===== src/rtl/addsub_serial_ctrl_if.sv =====
// Start/done handshake and operand/result bundle for the chunk-serial add/sub sequencer.
// The zero port exists only when ZERO_FLAG_EN is defined.
interface addsub_serial_ctrl_if #(
   parameter int N = 8
);
   logic         start;
   logic [1:0]   op;
   logic [N-1:0] a;
   logic [N-1:0] b;
   logic         busy;
   logic         done;
   logic [N-1:0] result;
   logic         cout;
   logic         overflow;
`ifdef ZERO_FLAG_EN
   logic         zero;

   modport master (output start, op, a, b, input busy, done, result, cout, overflow, zero);
   modport slave  (input start, op, a, b, output busy, done, result, cout, overflow, zero);
`else
   modport master (output start, op, a, b, input busy, done, result, cout, overflow);
   modport slave  (input start, op, a, b, output busy, done, result, cout, overflow);
`endif
endinterface


===== src/rtl/addsub_serial_ctrl.sv =====
// Chunk-serial NOT/NEG/SUB/ADD sequencer: N-bit operands processed LSB-first, W bits per cycle.
// Optional zero flag is built when ZERO_FLAG_EN is defined.
module addsub_serial_ctrl #(
   parameter int N = 8,
   parameter int W = 2
) (
   input logic                clk,
   input logic                rst,
   addsub_serial_ctrl_if.slave bus
);
   localparam int CHUNKS = N / W;
   localparam int CW     = (CHUNKS > 1) ? $clog2(CHUNKS) : 1;
   localparam logic [CW-1:0] LAST_CHUNK = CW'(CHUNKS - 1);

   localparam logic [1:0] OP_NOT = 2'b00;
   localparam logic [1:0] OP_NEG = 2'b01;
   localparam logic [1:0] OP_SUB = 2'b10;

   typedef enum logic [1:0] {IDLE, RUN, DONE} state_t;

   state_t        state_reg;
   logic [1:0]    op_reg;
   logic [N-1:0]  x_reg;
   logic [N-1:0]  y_reg;
   logic [N-1:0]  acc_reg;
   logic          carry_reg;
   logic [CW-1:0] cnt_reg;
   logic          busy_reg;
   logic          done_reg;
   logic [N-1:0]  result_reg;
   logic          cout_reg;
   logic          overflow_reg;
`ifdef ZERO_FLAG_EN
   logic          zero_reg;
`endif

   logic [W-1:0] x_chunk;
   logic [W-1:0] y_chunk;
   logic [W:0]   chunk_sum;
   logic         carry_into_msb;
   logic [N-1:0] acc_next;
   int           base;

   always_comb begin
      base           = int'(cnt_reg) * W;
      x_chunk        = x_reg[base +: W];
      y_chunk        = y_reg[base +: W];
      chunk_sum      = {1'b0, x_chunk} + {1'b0, y_chunk} + {{W{1'b0}}, carry_reg};
      // Recover the carry into the top bit from the sum bit and its two addend bits.
      carry_into_msb = chunk_sum[W-1] ^ x_chunk[W-1] ^ y_chunk[W-1];
      acc_next       = acc_reg;
      acc_next[base +: W] = chunk_sum[W-1:0];
   end

   always_ff @(posedge clk) begin
      if (rst) begin
         state_reg    <= IDLE;
         op_reg       <= OP_NOT;
         x_reg        <= '0;
         y_reg        <= '0;
         acc_reg      <= '0;
         carry_reg    <= 1'b0;
         cnt_reg      <= '0;
         busy_reg     <= 1'b0;
         done_reg     <= 1'b0;
         result_reg   <= '0;
         cout_reg     <= 1'b0;
         overflow_reg <= 1'b0;
`ifdef ZERO_FLAG_EN
         zero_reg     <= 1'b0;
`endif
      end else begin
         case (state_reg)
            IDLE: begin
               if (bus.start) begin
                  op_reg   <= bus.op;
                  acc_reg  <= '0;
                  cnt_reg  <= '0;
                  busy_reg <= 1'b1;
                  state_reg <= RUN;
                  case (bus.op)
                     OP_NOT: begin x_reg <= '0;    y_reg <= ~bus.a; carry_reg <= 1'b0; end
                     OP_NEG: begin x_reg <= '0;    y_reg <= ~bus.a; carry_reg <= 1'b1; end
                     OP_SUB: begin x_reg <= bus.a; y_reg <= ~bus.b; carry_reg <= 1'b1; end
                     default: begin x_reg <= bus.a; y_reg <= bus.b; carry_reg <= 1'b0; end
                  endcase
               end
            end
            RUN: begin
               acc_reg   <= acc_next;
               carry_reg <= chunk_sum[W];
               cnt_reg   <= cnt_reg + 1'b1;
               if (cnt_reg == LAST_CHUNK) begin
                  // Result and flags are only ever written here, so no partial value is visible.
                  result_reg   <= acc_next;
                  cout_reg     <= (op_reg != OP_NOT) & chunk_sum[W];
                  overflow_reg <= (op_reg != OP_NOT) & (carry_into_msb ^ chunk_sum[W]);
`ifdef ZERO_FLAG_EN
                  zero_reg     <= (acc_next == '0);
`endif
                  done_reg     <= 1'b1;
                  state_reg    <= DONE;
               end
            end
            DONE: begin
               done_reg  <= 1'b0;
               busy_reg  <= 1'b0;
               state_reg <= IDLE;
            end
            default: state_reg <= IDLE;
         endcase
      end
   end

   assign bus.busy     = busy_reg;
   assign bus.done     = done_reg;
   assign bus.result   = result_reg;
   assign bus.cout     = cout_reg;
   assign bus.overflow = overflow_reg;
`ifdef ZERO_FLAG_EN
   assign bus.zero     = zero_reg;
`endif
endmodule


===== src/flat_wrapper.sv =====
// flat-port wrapper written by rule: the top's interface ports become plain ports
module addsub_serial_ctrl_flat 
#(
   parameter int N = 8,
   parameter int W = 2
)
  (clk, rst, bus_start, bus_op, bus_a, bus_b, bus_busy, bus_done, bus_result, bus_cout, bus_overflow);
  addsub_serial_ctrl_if #(.N(N)) bus_i ();
  input logic clk;
  input logic rst;
  input wire logic [$bits(bus_i.start)-1:0] bus_start;
  input wire logic [$bits(bus_i.op)-1:0] bus_op;
  input wire logic [$bits(bus_i.a)-1:0] bus_a;
  input wire logic [$bits(bus_i.b)-1:0] bus_b;
  output wire logic [$bits(bus_i.busy)-1:0] bus_busy;
  output wire logic [$bits(bus_i.done)-1:0] bus_done;
  output wire logic [$bits(bus_i.result)-1:0] bus_result;
  output wire logic [$bits(bus_i.cout)-1:0] bus_cout;
  output wire logic [$bits(bus_i.overflow)-1:0] bus_overflow;
  assign bus_i.start = bus_start;
  assign bus_i.op = bus_op;
  assign bus_i.a = bus_a;
  assign bus_i.b = bus_b;
  assign bus_busy = bus_i.busy;
  assign bus_done = bus_i.done;
  assign bus_result = bus_i.result;
  assign bus_cout = bus_i.cout;
  assign bus_overflow = bus_i.overflow;
  addsub_serial_ctrl #(.N(N), .W(W)) u_core (.clk(clk), .rst(rst), .bus(bus_i));
endmodule

===== config.mk =====
export PLATFORM = sky130hd
export DESIGN_NAME = addsub_serial_ctrl_flat
export DESIGN_NICKNAME = d
export VERILOG_FILES = /design/src/rtl/addsub_serial_ctrl_if.sv /design/src/rtl/addsub_serial_ctrl.sv /design/src/flat_wrapper.sv
export SDC_FILE = /design/constraint.sdc
export NUM_CORES = 1
export LEC_CHECK = 0
export CORE_ASPECT_RATIO = 0.75
export CORE_MARGIN = 2
export CORE_UTILIZATION = 53
export DETAILED_ROUTE_END_ITERATION = 7
export PLACE_DENSITY = 0.9
export SYNTH_ARGS = -nofsm -noshare
export SYNTH_HDL_FRONTEND = slang
export SYNTH_SLANG_ARGS = --single-unit

===== constraint.sdc =====
create_clock -name clk -period 3.4 [get_ports clk]
set_input_delay 0.34 -clock clk [delete_from_list [all_inputs] [get_ports clk]]
set_output_delay 0.34 -clock clk [all_outputs]
set_load 0.01 [all_outputs]

==> out/qor.yml <==
routed.top_layer: "met4"
worst_pin_slew_ns: 0.649
hpwl_um: 3510
synth_top_area_share_pct: 40.3
synth_mux_area_share_pct: 4.75
clk_pin_slew_worst_paths_ns: 0.07
routed_wl_um: 4780
drtIter0Drc: 134
path_cells: "mux4_1, fa_1, fa_1, xnor2_1, xnor2_1, xnor2_1, o41ai_2"
post_cts_resized: 0
placed_cell_area_sq_mm: 0.00249
grt_use_total_pct: 23.1
post-route-period-util_pct: 85.7
yosysTopAreaCell: "dfxtp_1"
avgViaCountPerCell: 5.67
powerDensity_mw_per_mm2: 388
slew_viol_final: 0
post-cts-setup-buffer-count: 0
synthTopCellsByCount: "43 x dfxtp_1, 24 x a21oi_1, 24 x nand2_1"
worst_ep_required_time_ns: 3.58
rows: 19
period_needed_ns: 2.91
synth_compound_area_share_pct: 19.6
rsz0062_at_grt: "no"
setup_viol: 0
cts_max_path_buffers: 2
grt_overflow: 0
yosysWarnings: 0
maxCapViolCount: 0
yosys.area_share.simple_pct: 22.2
drt-wirelength-per-cell_um: 14.7
clock_sinks: 43
core-area_sq_mm: 0.00376
crit_arrival_ns: 3.10
routabilityCongestion: 0.779
end_kind: "flop"
path_class: "reg2reg"
port_buffers: 32
cp_max_fo: 5
area_growth_pct: 20.0
grt_max_degree: 33
h-tree-depth: 2
synthCells: 247
fin_nets: 306
synth_top_family_by_area: "simple AND/OR/NAND/NOR gates"
relSlewSlack_pct: 56.7
critPathLaunchType: "flop"
grt_first_pass_wirelength_um: 8020
ant_nets: 0
power_leakage_nw: 0.911
cts-root-buf: "clkbuf_8"
io-pin-count: 33
antenna_cells: 0
ir_worst_vdd_mv: 0.224
route.met2.wl_um: 2090
synth_seq_area_share_pct: 40.3
grt_pass1_vias: 1711
num-fill-cells: 340
syn-num-nets: 280
ys_ff_latch: 43
dieArea_sq_mm: 0.00456
holdBufCountCts: 0
wl_met3_um: 198
layout-drive-gt1-share_pct: 4.78
drtPass1Iterations: 5
yosys-top-cells-area: "dfxtp_1 40%, ha_1 5.9%, a21oi_1 5.6%"
cts_tree: "yes"
status: "completed"
hold_viol: 0
insertion_delay_ns: 0.29
totalNegativeSetupSlack_ns: 0
yosysMostFrequentCell: "dfxtp_1"
drc_errors: 0
initial_utilization_pct: 56.9
synth-edff-count: 0
antenna_found_initial: 0
synthArstFlopShare_pct: 0
ys_types: 30
synth_ff_type: "dfxtp_1"
fmax_mhz: 343
syn-mean-instance-area_sq_um: 8.65
skew_ns: 0.00491
hp-class: "reg2reg"
regToRegSetupSlack_ns: 0.49
die_h_um: 59.0
drt-met1-wl_um: 2380
critPathSlowestCell: "mux4_1"
path_common_cell: "xnor2_1"
syn_area_sq_mm: 0.00214
via_count: 1838
max_stage_delay_ns: 0.60
fin_area_sq_mm: 0.00256
synthXorXnorAreaFrac_pct: 1.23
synth_fa_ha_area_share_pct: 7.73
cts_buffers: 5
die_w_um: 77.3
-- where the power goes --
| group | internal (mW) | switching, mW |
|---|---|---|
| combinational | 0.0754 | 0.0931 |
| sequential | 0.521 | 0.0118 |
| clock | 0.137 | 0.156 |
-- stage by stage --
step	setup WS, ns	hold slack, ns	instances	util (%)	total power [mW]
after floorplan	0.479	0.427	247	-	0.652
after global placement	0.754	0.438	318	66.3	0.704
after detailed placement	0.543	0.444	318	66.3	0.711
after CTS	0.481	0.454	324	68.2	1.00
after global routing	0.387	0.471	324	68.2	1.04
final	0.485	0.451	324	68.2	0.995
-- path summary, 6_finish.rpt --
| check | start | endpoint | cells after the start |
|---|---|---|---|
| worst max-delay path | u_core.cnt_reg[0]$_SDFFE_PP0P_ | u_core.bus.overflow$_SDFFE_PP0P_ | 7 |
| worst min-delay path | u_core.y_reg[1]$_SDFFE_PP0P_ | u_core.y_reg[1]$_SDFFE_PP0P_ | 2 |
| worst max register to register | u_core.cnt_reg[0]$_SDFFE_PP0P_ | u_core.bus.overflow$_SDFFE_PP0P_ | 7 |
| worst min register to register | u_core.y_reg[1]$_SDFFE_PP0P_ | u_core.y_reg[1]$_SDFFE_PP0P_ | 2 |
-- metal layers --
metal | global-route usage, % | vias up
met5 | 0 | -
met4 | 10.5 | 0
met3 | 5.03 | 14
met2 | 35.5 | 38
met1 | 31.8 | 864
li1 | - | 922
-- cell families (layout without fill, tap and decap cells) --
logic type               after synthesis  after routing
AO/OA/AOI/OAI                         66             66
XOR/XNOR                               3              3
adder cells (fa/ha/maj)               12             12
buffers and inverters                 23             48
flip-flops                            43             43
multiplexers                           4              4
AND/OR/NAND/NOR                       96             96
-- area by class of cell --
type | instances | area, sq um | area share, %
clock buffer | 6 | 72.6 | 2.83
inverter | 6 | 22.5 | 0.879
tap | 52 | 65.1 | 2.54
multi-input combinational | 181 | 1190 | 46.5
timing repair buffer | 36 | 350 | 13.7
sequential | 43 | 861 | 33.6
-- cell usage in the layout, fill, tap and decap left out, types with 2 or more instances in the layout --
master,synthesis,final
clkdlybuf4s50_1,0,32
o211ai_1,8,8
nand2b_1,10,10
nand3_1,17,17
xnor2_1,3,3
dfxtp_1,43,43
a31oi_1,8,8
o21a_1,6,6
nand3b_1,2,2
mux4_1,3,3
o21ai_0,2,2
nor2_1,23,23
ha_1,10,10
inv_1,6,6
o22ai_1,8,8
clkbuf_8,0,5
buf_4,0,4
nor2b_1,11,11
fa_1,2,2
a21oi_1,24,24
nor3b_1,4,3
a211oi_1,8,8
nand2_1,24,24
-- worst max-delay path: cells and delay by family (launching register included) --
| kind | cells | cell delay [ns] |
|---|---|---|
| adders and majority gates | 2 | 1.00 |
| muxes | 1 | 0.60 |
| xor gates and xnor gates | 3 | 0.55 |
| DFF | 1 | 0.38 |
| AOI/OAI and AO/OA | 1 | 0.27 |
(Power assumes the default switching activity.)
==> edit (config.mk and constraints unchanged) <==
The 3 states of `state_t` get a one-hot encoding in 3 bits.
--- a/src/rtl/addsub_serial_ctrl.sv
+++ b/src/rtl/addsub_serial_ctrl.sv
@@ -17,5 +17,5 @@
    localparam logic [1:0] OP_SUB = 2'b10;
 
-   typedef enum logic [1:0] {IDLE, RUN, DONE} state_t;
+   typedef enum logic [2:0] {IDLE = 3'b001, RUN = 3'b010, DONE = 3'b100} state_t;
 
    state_t        state_reg;
Function: same outputs for any inputs over 10 cycles, from zero or initial values and one cycle with rst high; not proved beyond that.
==> edit against the unedited design <==
- first-iteration DRC count increased by 2.2%
- clock power increased by 15%
- area after synthesis increased by 3.3%
- core utilization decreased by 3.1 points
- design area increased by 2.4%
- total power increased by 4.2%
- routed wire length increased by 1.5%
- sequential cell count increased by 1
- worst setup slack got worse by 190 ps
- critical endpoint unchanged
- largest cell class unchanged
- largest power group unchanged
==> edit: results (changes against the unedited design) <==
- Run status: finished clean
- Hold WC Path Type: reg2reg
- Vias post-DR: 1866 (+1.5%)
- Final Instance Count excl. Fillers: 323 (-0.31%)
- Global-route wire length before repair: 8.293 mm (+3.4%)
- Net Count, Synth: 275 (-1.8%)
- Seq/Total Area, Yosys: 0.3991 (-0.003953)
- Yosys warns: 0 (unchanged)
- Leakage power: 0.9217 nW (+1.1%)
- Setup Buffers After CTS: 0 (unchanged)
- CP peak stage delay: 650 ps (+50 ps)
- Post-Syn Instances: 242 (-2.0%)
- ANT cells: 0 (unchanged)
- CTS Buffer Depth: 2 (unchanged)
- Critical path arrival: 3270 ps (+170 ps)
- Maximum fanout along the worst path: 12 (+7)
- Slowest-stage cell, CP: mux4_1
- Slew headroom: 0.3624 (-0.2048)
- Total Routing Usage GR: 0.2287 (-0.002398)
- Layout cell share with drive strength beyond 1: 0.06343 (+0.01564)
- Initial DRC Count: 137 (+2.2%)
- Initial antenna violation count: 0 (unchanged)
- Vias in the first global route: 1790 (+4.6%)
- Async SR Flop Fraction: 0 (unchanged)
- Num CTS Buffers: 5 (unchanged)
- Max-slew violation count: 0 (unchanged)
- IO buf count: 32 (unchanged)
- DRT Pass-1 Iters: 4 (-1)
- Worst skew pair latency: ~300 ps
- Worst-path clk slew: 80 ps
- Maximum level of the CTS H-tree: 2 (unchanged)
- Placed cell area: 0.002531 mm² (+1.7%)
- Final nets: 300 (-2.0%)
- Largest net degree at the start of global routing: 46 (+39%)
- Synth top area cells: dfxtp_1, ha_1, nor2b_1
- HPWL Detailed: 3.478 mm (-0.98%)
- Average wire per cell in the routed design: 15.02 µm (+1.9%)
- Peak VDD IR: 0.0001467 V (-35%)
- CTS root buf: clkbuf_8
- Synth top cells by count: dfxtp_1, a21oi_1, nand2_1, nor2b_1, nor2_1
- Internal power: 0.0007665 W (+4.5%)
- Synth unique cells: 35 (+17%)
- Clock skew: 6.479 ps (+1.569 ps)
- Global placement routability congestion: 0.7616 (-2.2%)
- Post-synth EDFFs: 0 (unchanged)
- DP Worst Slack: 304.3 ps (-238.9 ps)
- CTS resizes: 0 (unchanged)
edit: power groups by stage:
stage | Clock (W) | Sequential, W | Combinational, W
finish | 0.000337 | 0.000546 | 0.000153
global route | 0.000360 | 0.000548 | 0.000168
CTS | 0.000338 | 0.000546 | 0.000151
detailed placement | 0 | 0.000558 | 0.000150
global placement | 0 | 0.000557 | 0.000144
floorplan | 0 | 0.000553 | 0.000103
edit: area by class of cell:
cell class                 count  area (µm²)
fill                         319        1405
multi-input combinational    177        1227
sequential                    44       880.8
timing repair buffer          34       335.3
clock buffer                   6       82.58
tap                           55       68.82
inverter                       5       18.77
clock inverter                 2       10.01
edit: path summary, 6_finish.rpt:
kind / cells after the start / endpoint / slack, ps / startpoint
max reg2reg: 7 / u_core.bus.overflow$_SDFFE_PP0P_ / 290 / u_core.cnt_reg[0]$_SDFFE_PP0P_
max: 7 / u_core.bus.overflow$_SDFFE_PP0P_ / 290 / u_core.cnt_reg[0]$_SDFFE_PP0P_
min: 2 / u_core.y_reg[5]$_SDFFE_PP0P_ / 460 / u_core.y_reg[5]$_SDFFE_PP0P_
min reg2reg: 2 / u_core.y_reg[5]$_SDFFE_PP0P_ / 460 / u_core.y_reg[5]$_SDFFE_PP0P_
edit: cells by family after synthesis:
kind of cell,Yosys count,share of synthesized area
flops,44,0.3991
simple gates,84,0.1967
buf+inv,21,0.04478
xor+xnor,3,0.01531
fa+ha+maj,12,0.07483
mux,4,0.04592
compound gates,74,0.2234
edit: layer usage:
metal	track usage	vias to the layer above	part of all wire
li1	-	913	-
met4	0.08020	0	0.018
met3	0.05891	10	0.058
met1	0.3108	871	0.48
met5	0	-	0
met2	0.3578	72	0.45
edit: tightest hold or removal path: stages (launching register included):
cell and delay (ps):
dfxtp_1 320, nand2_1 50, a21oi_1 50
